$ cat config.mk
export PLATFORM = sky130hd
export DESIGN_NAME = dp_instr_sequencer
export DESIGN_NICKNAME = d
export VERILOG_FILES = /design/src/rtl/dp_pkg.sv /design/src/rtl/dp_phase_timer.sv /design/src/rtl/dp_instr_sequencer.sv
export SDC_FILE = /design/constraint.sdc
export NUM_CORES = 1
export LEC_CHECK = 0
export ABC_CLOCK_PERIOD_IN_PS = 2400
export BUFFER_PORTS_ARGS = -buffer_cell sky130_fd_sc_hd__buf_4
export CORE_ASPECT_RATIO = 1.25
export CORE_MARGIN = 5
export CORE_UTILIZATION = 30
export CTS_CLUSTER_SIZE = 24
export DETAILED_ROUTE_END_ITERATION = 6
export PLACE_DENSITY = 0.63
export REMOVE_ABC_BUFFERS = 1
export SLEW_MARGIN = 20
export SYNTH_ARGS = -nofsm -noshare
export SYNTH_HDL_FRONTEND = slang
export SYNTH_SLANG_ARGS = --single-unit
$ cat constraint.sdc
create_clock -name clk -period 2.4 [get_ports clk]
set_clock_uncertainty 0.15 [all_clocks]
set_input_delay 0 -clock clk [delete_from_list [all_inputs] [get_ports clk]]
set_output_delay 0 -clock clk [all_outputs]
set_load 0.01 [all_outputs]
$ cat src/rtl/dp_pkg.sv
// Shared definitions for the DataPath instruction sequencer: FSM states,
// instruction-register field positions and the default load opcode.
package dp_pkg;

    typedef enum logic [1:0] {
        ST_IDLE  = 2'd0,
        ST_READ  = 2'd1,
        ST_WRITE = 2'd2
    } state_e;

    localparam int OP_MSB = 31;
    localparam int OP_LSB = 26;
    localparam int RD_MSB = 25;
    localparam int RD_LSB = 21;
    localparam int RS_MSB = 20;
    localparam int RS_LSB = 16;
    localparam int RT_MSB = 15;
    localparam int RT_LSB = 11;

    localparam logic [5:0] LOAD_OP_DEFAULT = 6'h3F;

endpackage

$ cat src/rtl/dp_phase_timer.sv
// Phase timer: counts cycles spent in the current datapath phase and flags
// the last cycle. Saturates at the last count so a phase never wraps.
module dp_phase_timer #(
    parameter int HOLD_CYCLES = 4
) (
    input  logic clk,
    input  logic rst_n,
    input  logic clear,
    output logic done
);

    localparam int CNT_W = $clog2(HOLD_CYCLES + 1);
    localparam logic [CNT_W-1:0] LAST_C = CNT_W'(HOLD_CYCLES - 1);

    logic [CNT_W-1:0] count_r;

    // Phase cycle counter: cleared on phase entry, holds at the last count.
    always_ff @(posedge clk or negedge rst_n) begin
        if (!rst_n) begin
            count_r <= {CNT_W{1'b0}};
        end else if (clear) begin
            count_r <= {CNT_W{1'b0}};
        end else if (count_r != LAST_C) begin
            count_r <= count_r + 1'b1;
        end else begin
            count_r <= count_r;
        end
    end

    assign done = (count_r == LAST_C);

endmodule

$ cat src/rtl/dp_instr_sequencer.sv
// Multi-cycle sequencer driving the DataPath ir/data/select interface:
// read phase, ALU capture, write-back, then result handed back to the requester.
module dp_instr_sequencer
    import dp_pkg::*;
#(
    parameter int         WIDTH       = 32,
    parameter int         HOLD_CYCLES = 4,
    parameter logic [5:0] LOAD_OP     = LOAD_OP_DEFAULT
) (
    input  logic             clk,
    input  logic             rst_n,
    input  logic [WIDTH-1:0] instr_in,
    input  logic [WIDTH-1:0] imm_in,
    input  logic             instr_valid,
    output logic             instr_ready,
    output logic [WIDTH-1:0] ir_out,
    output logic [WIDTH-1:0] data_out,
    output logic             reg_file_select,
    input  logic [WIDTH-1:0] alu_result,
    output logic [WIDTH-1:0] result_out,
    output logic             result_valid,
    output logic             busy
);

    state_e state_r;
    state_e state_next_s;

    logic             accept_s;
    logic             is_load_s;
    logic             phase_done_s;
    logic             timer_clear_s;

    logic [WIDTH-1:0] instr_q_r;
    logic [WIDTH-1:0] data_r;
    logic [WIDTH-1:0] result_r;
    logic             sel_r;
    logic             result_valid_r;
    logic             ready_r;
    logic             busy_r;

    logic [WIDTH-1:0] data_next_s;
    logic [WIDTH-1:0] result_next_s;
    logic             sel_next_s;
    logic             result_valid_next_s;

    assign accept_s  = instr_valid && ready_r;
    assign is_load_s = (instr_in[OP_MSB:OP_LSB] == LOAD_OP);

    // Idle keeps the timer parked so every phase starts counting from zero.
    assign timer_clear_s = (state_next_s != state_r) || (state_r == ST_IDLE);

    dp_phase_timer #(
        .HOLD_CYCLES (HOLD_CYCLES)
    ) u_phase_timer (
        .clk   (clk),
        .rst_n (rst_n),
        .clear (timer_clear_s),
        .done  (phase_done_s)
    );

    // FSM state register.
    always_ff @(posedge clk or negedge rst_n) begin
        if (!rst_n) begin
            state_r <= ST_IDLE;
        end else begin
            state_r <= state_next_s;
        end
    end

    // FSM next-state logic.
    always_comb begin
        state_next_s = state_r;
        case (state_r)
            ST_IDLE: begin
                if (accept_s) begin
                    if (is_load_s) begin
                        state_next_s = ST_WRITE;
                    end else begin
                        state_next_s = ST_READ;
                    end
                end else begin
                    state_next_s = ST_IDLE;
                end
            end
            ST_READ: begin
                if (phase_done_s) begin
                    state_next_s = ST_WRITE;
                end else begin
                    state_next_s = ST_READ;
                end
            end
            ST_WRITE: begin
                if (phase_done_s) begin
                    state_next_s = ST_IDLE;
                end else begin
                    state_next_s = ST_WRITE;
                end
            end
            default: begin
                state_next_s = ST_IDLE;
            end
        endcase
    end

    // FSM output logic: next values for the registered datapath outputs.
    always_comb begin
        data_next_s         = data_r;
        result_next_s       = result_r;
        result_valid_next_s = 1'b0;
        sel_next_s          = (state_next_s == ST_WRITE);
        case (state_r)
            ST_IDLE: begin
                if (accept_s && is_load_s) begin
                    data_next_s = imm_in;
                end else begin
                    data_next_s = data_r;
                end
            end
            ST_READ: begin
                if (phase_done_s) begin
                    data_next_s = alu_result;
                end else begin
                    data_next_s = data_r;
                end
            end
            ST_WRITE: begin
                if (phase_done_s) begin
                    result_next_s       = data_r;
                    result_valid_next_s = 1'b1;
                end else begin
                    result_next_s       = result_r;
                    result_valid_next_s = 1'b0;
                end
            end
            default: begin
                data_next_s = data_r;
            end
        endcase
    end

    // Output and instruction registers; ir only moves on an accepted handshake.
    always_ff @(posedge clk or negedge rst_n) begin
        if (!rst_n) begin
            instr_q_r      <= {WIDTH{1'b0}};
            data_r         <= {WIDTH{1'b0}};
            result_r       <= {WIDTH{1'b0}};
            sel_r          <= 1'b0;
            result_valid_r <= 1'b0;
            ready_r        <= 1'b1;
            busy_r         <= 1'b0;
        end else begin
            if (accept_s) begin
                instr_q_r <= instr_in;
            end else begin
                instr_q_r <= instr_q_r;
            end
            data_r         <= data_next_s;
            result_r       <= result_next_s;
            sel_r          <= sel_next_s;
            result_valid_r <= result_valid_next_s;
            ready_r        <= (state_next_s == ST_IDLE);
            busy_r         <= (state_next_s != ST_IDLE);
        end
    end

    assign instr_ready     = ready_r;
    assign busy            = busy_r;
    assign ir_out          = instr_q_r;
    assign data_out        = data_r;
    assign reg_file_select = sel_r;
    assign result_out      = result_r;
    assign result_valid    = result_valid_r;

endmodule

== Yosys cells after proc, flatten, opt, wreduce, memory -nomap -nowiden ==
Index checks and enable logic that the tools add are counted.
W data, S select, Z words.
Storage, ports and cells
  register bits: 105
  logic and storage cells: 41
  memory bits (read-only): 0
  bits of input ports: 99
  output and inout port bits: 100
  latch bits: 0
  bits in writable memories: 0
  memories: 0
Cells by class
  reduce and logical (&&, ||, !) cells: 10
  shifts and indexed selects: 0
  $lt $le $gt $ge: 0
  bitwise gates (word level): 0
  div/mod/pow operators: 0
  mux-type cells: 12
  $add $sub $neg: 1
  multipliers: 0
  equality and inequality tests: 9
Operators by type and width (number)
  $mux W32: 2
  $pmux W32 S2: 1
  $mux W2: 4
  $eq A6 B6 Y1 const B: 1
  $mux W3: 2
  $pmux W2 S3: 1
  $reduce_bool A2 Y1: 3
  $eq A2 B2 Y1 const B: 2
  $logic_not A2 Y1: 2
  $add A3 B1 Y3 const B: 1
  $eq A3 B2 Y1 const B: 1
  $ne A3 B2 Y1 const B: 1
  $reduce_and A3 Y1: 1
  $eq A2 B1 Y1 const B: 1
  $logic_and A1 B1 Y1: 2
  $mux W1: 2
  $ne A2 B1 Y1 const B: 1
  $ne A2 B2 Y1: 1
  $ne A2 B2 Y1 const B: 1
  $reduce_and A2 Y1: 1
  $logic_or A1 B1 Y1: 1

== Depth between registers and ports, before layout ==
  depth in word-level cells: 7
  gate-level depth with buffers: 7
  mapped depth without buffers: 5

== Hierarchy ==
A second synthesis with hierarchy kept.
Second synthesis, totals
  cell total of the unflattened synthesis: 283
  area, all modules: 4270.3 um^2
Modules (own cells, without submodules)
  dp_instr_sequencer: seq. area each 2553.7 um^2, area an instance 4126.5 um^2, cells each 271, instances 1
  dp_phase_timer: seq. area each 75.1 um^2, area an instance 143.9 um^2, cells each 12, instances 1

== Worst setup path after synthesis ==
OpenSTA, ideal clock, no wires.
  path type: flip-flop to flip-flop
  from: register u_phase_timer.count_r[0]
  to: register data_r[15], in the netlist data_out[15]
  setup slack: 614 ps
  stages on the path, launching flop included: 7
  data arrival time: 1514 ps
  required time: 2127 ps
  path through: dfrtp_1 -> ha_1 -> ha_1 -> buf_2 -> a32o_2 -> buf_6 -> o221a_2
Between the ends
  cells in the longest elaborated chain, start to end: 3
RTL lines
  start: declaration: RTL line dp_phase_timer.sv:15  | logic [CNT_W-1:0] count_r;
  start signal: assignment: RTL line dp_phase_timer.sv:20  | count_r <= {CNT_W{1'b0}};
  start signal: assignment: RTL line dp_phase_timer.sv:22  | count_r <= {CNT_W{1'b0}};
  start signal: assignment: RTL line dp_phase_timer.sv:24  | count_r <= count_r + 1'b1;
  $eq A3 B2 Y1: RTL line dp_phase_timer.sv:30  | assign done = (count_r == LAST_C);
  $ne A2 B2 Y1 (no source line)
  $reduce_and A3 Y1 (no source line)
  end signal: assignment: RTL line dp_instr_sequencer.sv:145  | data_r <= {WIDTH{1'b0}};
  end signal: assignment: RTL line dp_instr_sequencer.sv:157  | data_r <= data_next_s;
  end: declaration: RTL line dp_instr_sequencer.sv:34  | logic [WIDTH-1:0] data_r;
Every way passes these cells.
A chain may end at the register's enable or synchronous reset.

== Final worst setup path ==
  from: register u_phase_timer.count_r[0]
  to: register data_r[25], in the netlist data_out[25]
The elaborated chain is that of the path after synthesis.

==> impl_metrics.yaml <==
run_status:
  outcome: "finished clean"
drt:
  dr.pass1.iters: 4
  wl_met3_um: 1070
  routed-wl-met2_um: 6180
  drt-initial-drc-count: 87
  met1_length_um: 4720
  highest_layer: "met4"
  drc: 0
  antenna_left: 0
  avgViaCountPerCell: 4.52
  wirelength_um: 12100
  vias: 3431
  wl_per_cell_um: 15.9
cts:
  cts_max_level: 3
  cts_buffer_depth: 2
  cts_tree: "yes"
  cts_setup_buffers: 0
  ctsHoldBuffers: 98
  cts-resized-gates: 0
  path_clk_slew_ns: 0.08
  numCtsBuffers: 9
  clockRootBuffer: "clkbuf_16"
  worstSkewPairLatency_ns: 0.34
  clock-sinks: 105
pwr:
  finalPower_mw: 7.56
  power_density_nw_per_um2: 1040
  peakVddDrop_mv: 0.573
  power_leakage_nw: 3.43
grt:
  grt_pass1_wl_um: 19300
  grt_pass1_vias: 3808
  grt_max_degree: 54
  grt_usage_pct: 14.0
  antenna_found_initial: 0
  overflow: 0
setup_path:
  path_max_fanout: 32
  crit_slowest_cell: "a32o_2"
  cp_common_cell: "ha_1"
  startpoint: "u_phase_timer.count_r[0]$_DFFE_PN0P_"
  endpoint_kind: "flop"
  max_stage_delay_ns: 0.70
  r2r_start: "u_phase_timer.count_r[0]$_DFFE_PN0P_"
  worstRegToRegCells: 4
  crit_path_start_kind: "flop"
  required_ns: 2.52
  critPathArrivalTime_ns: 2.21
  path_cells: "ha_1 -> ha_1 -> a32o_2 -> o221a_2"
  critPathKind: "reg -> reg"
sta:
  max-slew-margin-rel_pct: 48.7
  hold_violations: 0
  finalMaxSlewViolations: 0
  fin_ws_ns: 0.313
  tightest_slew_ns: 0.769
  finalSetupViolCount: 0
  rsz0062_at_grt: "no"
  finalSetupTns_ns: 0
  fin_crit_ns: 2.09
  fin_crit_sh_pct: 87.0
  hold_ws_ns: 0.106
  fmax_mhz: 479
job:
  drv_cap: 0
finish:
  final_layout_size_suffix_gt1_share_pct: 55.8
  areaGrowthSynthToFinish_pct: 67.5
  final_cell_count_no_fill: 759
  diodes: 0
  nets: 677
floorplanning:
  ios: 199
  fp.dieW_um: 118
  coreArea_um2: 14300
  initial_core_util_pct: 30.4
  die_h_um: 145
  die-area_um2: 17000
  rows: 49
logic_synthesis:
  synth_seq_cells: 105
  synth_edf_count: 0
  synth_area_per_cell_um2: 15.5
  seq_area_frac_synth_pct: 60.4
  synth.most_common_cell: "dfrtp_1"
  async_reset_ff_share_pct: 100
  synth_commonest_cells: "104 x dfrtp_1, 35 x mux2_2, 32 x or2_2"
  syn_inst: 281
  synth_cell_types: 30
  synth.cell_area_um2: 4350
  synthTopCellsByArea: "dfrtp_1 60%, mux2_4 10%, mux2_2 9.1%"
  synth_top_area_share_pct: 59.8
  ys.flop_type: "dfrtp_1"
  yosys_warnings: 0
  synth_top_area_cell: "dfrtp_1"
placement:
  post-place-ws_ns: 0.285
  hpwl_um: 8110
  place_congestion: 0.715
  io_buffers: 198
  dpl.cell_count: 645
worst_hold_path:
  hp-class: "in -> async"
through the flow:
step / util (%) / area [µm²]
4_1_cts: 50.8 / 7290
6_report: 50.8 / 7290
2_1_floorplan: - / 4230
3_5_place_dp: 41.9 / 6000
3_3_place_gp: 41.9 / 6000
5_1_grt: 50.8 / 7290
flip-flops by register name, indices dropped and copies added (netlist names):
name                   count
u_phase_timer.count_r      3
busy                       1
result_out                32
instr_ready                1
data_out                  32
state_r                    2
ir_out                    32
result_valid               1
reg_file_select            1
report_power, final:
group	leakage (nW)	switching, mW	internal, mW
Combinational	2.05	1.13	1.84
Sequential	1.22	0.536	2.53
Clock	0.154	0.660	0.851
Total	3.43	2.33	5.23
cell families (layout without fill, tap and decap cells):
kind of cell             Yosys count  after routing  share of synthesized area, %
flip-flops                       105            105                          60.4
AO/OA/AOI/OAI                     42             42                          10.0
buffers and inverters             21            321                          3.13
adder cells (fa/ha/maj)            2              2                         0.575
AND/OR/NAND/NOR                   47             47                          6.87
multiplexers                      64             64                          19.1
layout by cell type, fill, tap and decap left out, types with 2 or more instances in the layout:
cell type        n
mux2_2          35
mux2_4          29
dfrtp_1        104
inv_6            4
o221a_1         27
a21oi_1          3
o32ai_1          2
buf_4          201
dlygate4sd3_1   98
or2_2           32
clkbuf_16        9
and4_1           2
inv_1            4
buf_12           2
nor2_1           4
nand2b_1         2
ha_1             2
o221a_2          5
final timing paths:
kind	end	slack [ns]
hold / removal	ir_out[30]$_DFFE_PN0N_	0.11
max in group asynchronous	ir_out[16]$_DFFE_PN0N_	1.23
hold reg to reg	u_phase_timer.count_r[0]$_DFFE_PN0P_	0.28
setup / recovery	data_out[25]$_DFFE_PN0P_	0.31
min in group clk	ir_out[5]$_DFFE_PN0N_	0.28
setup reg to reg	data_out[25]$_DFFE_PN0P_	0.31
worst max-delay path, delay by kind of cell (launching register included):
family	cells	cell delay [ns]
compound gates	2	1.02
fa+ha+maj	2	0.50
flops	1	0.35
routing by layer:
layer | vias up | global-route usage, %
met4 | 0 | 3.26
met1 | 1668 | 16.2
met3 | 5 | 5.91
met2 | 140 | 24.4
li1 | 1618 | -
met5 | - | 0
layout make-up:
type                    count  area [µm²]
clock buffers              10         239
clock inverters             6        70.1
fillers                  1202        7050
inverters                   4        15.0
multi-input cells         155        1590
flip-flops and latches    105        2630
well taps                 178         223
repair buffers            301        2530
No activity file was read; power rests on OpenSTA's default activity.
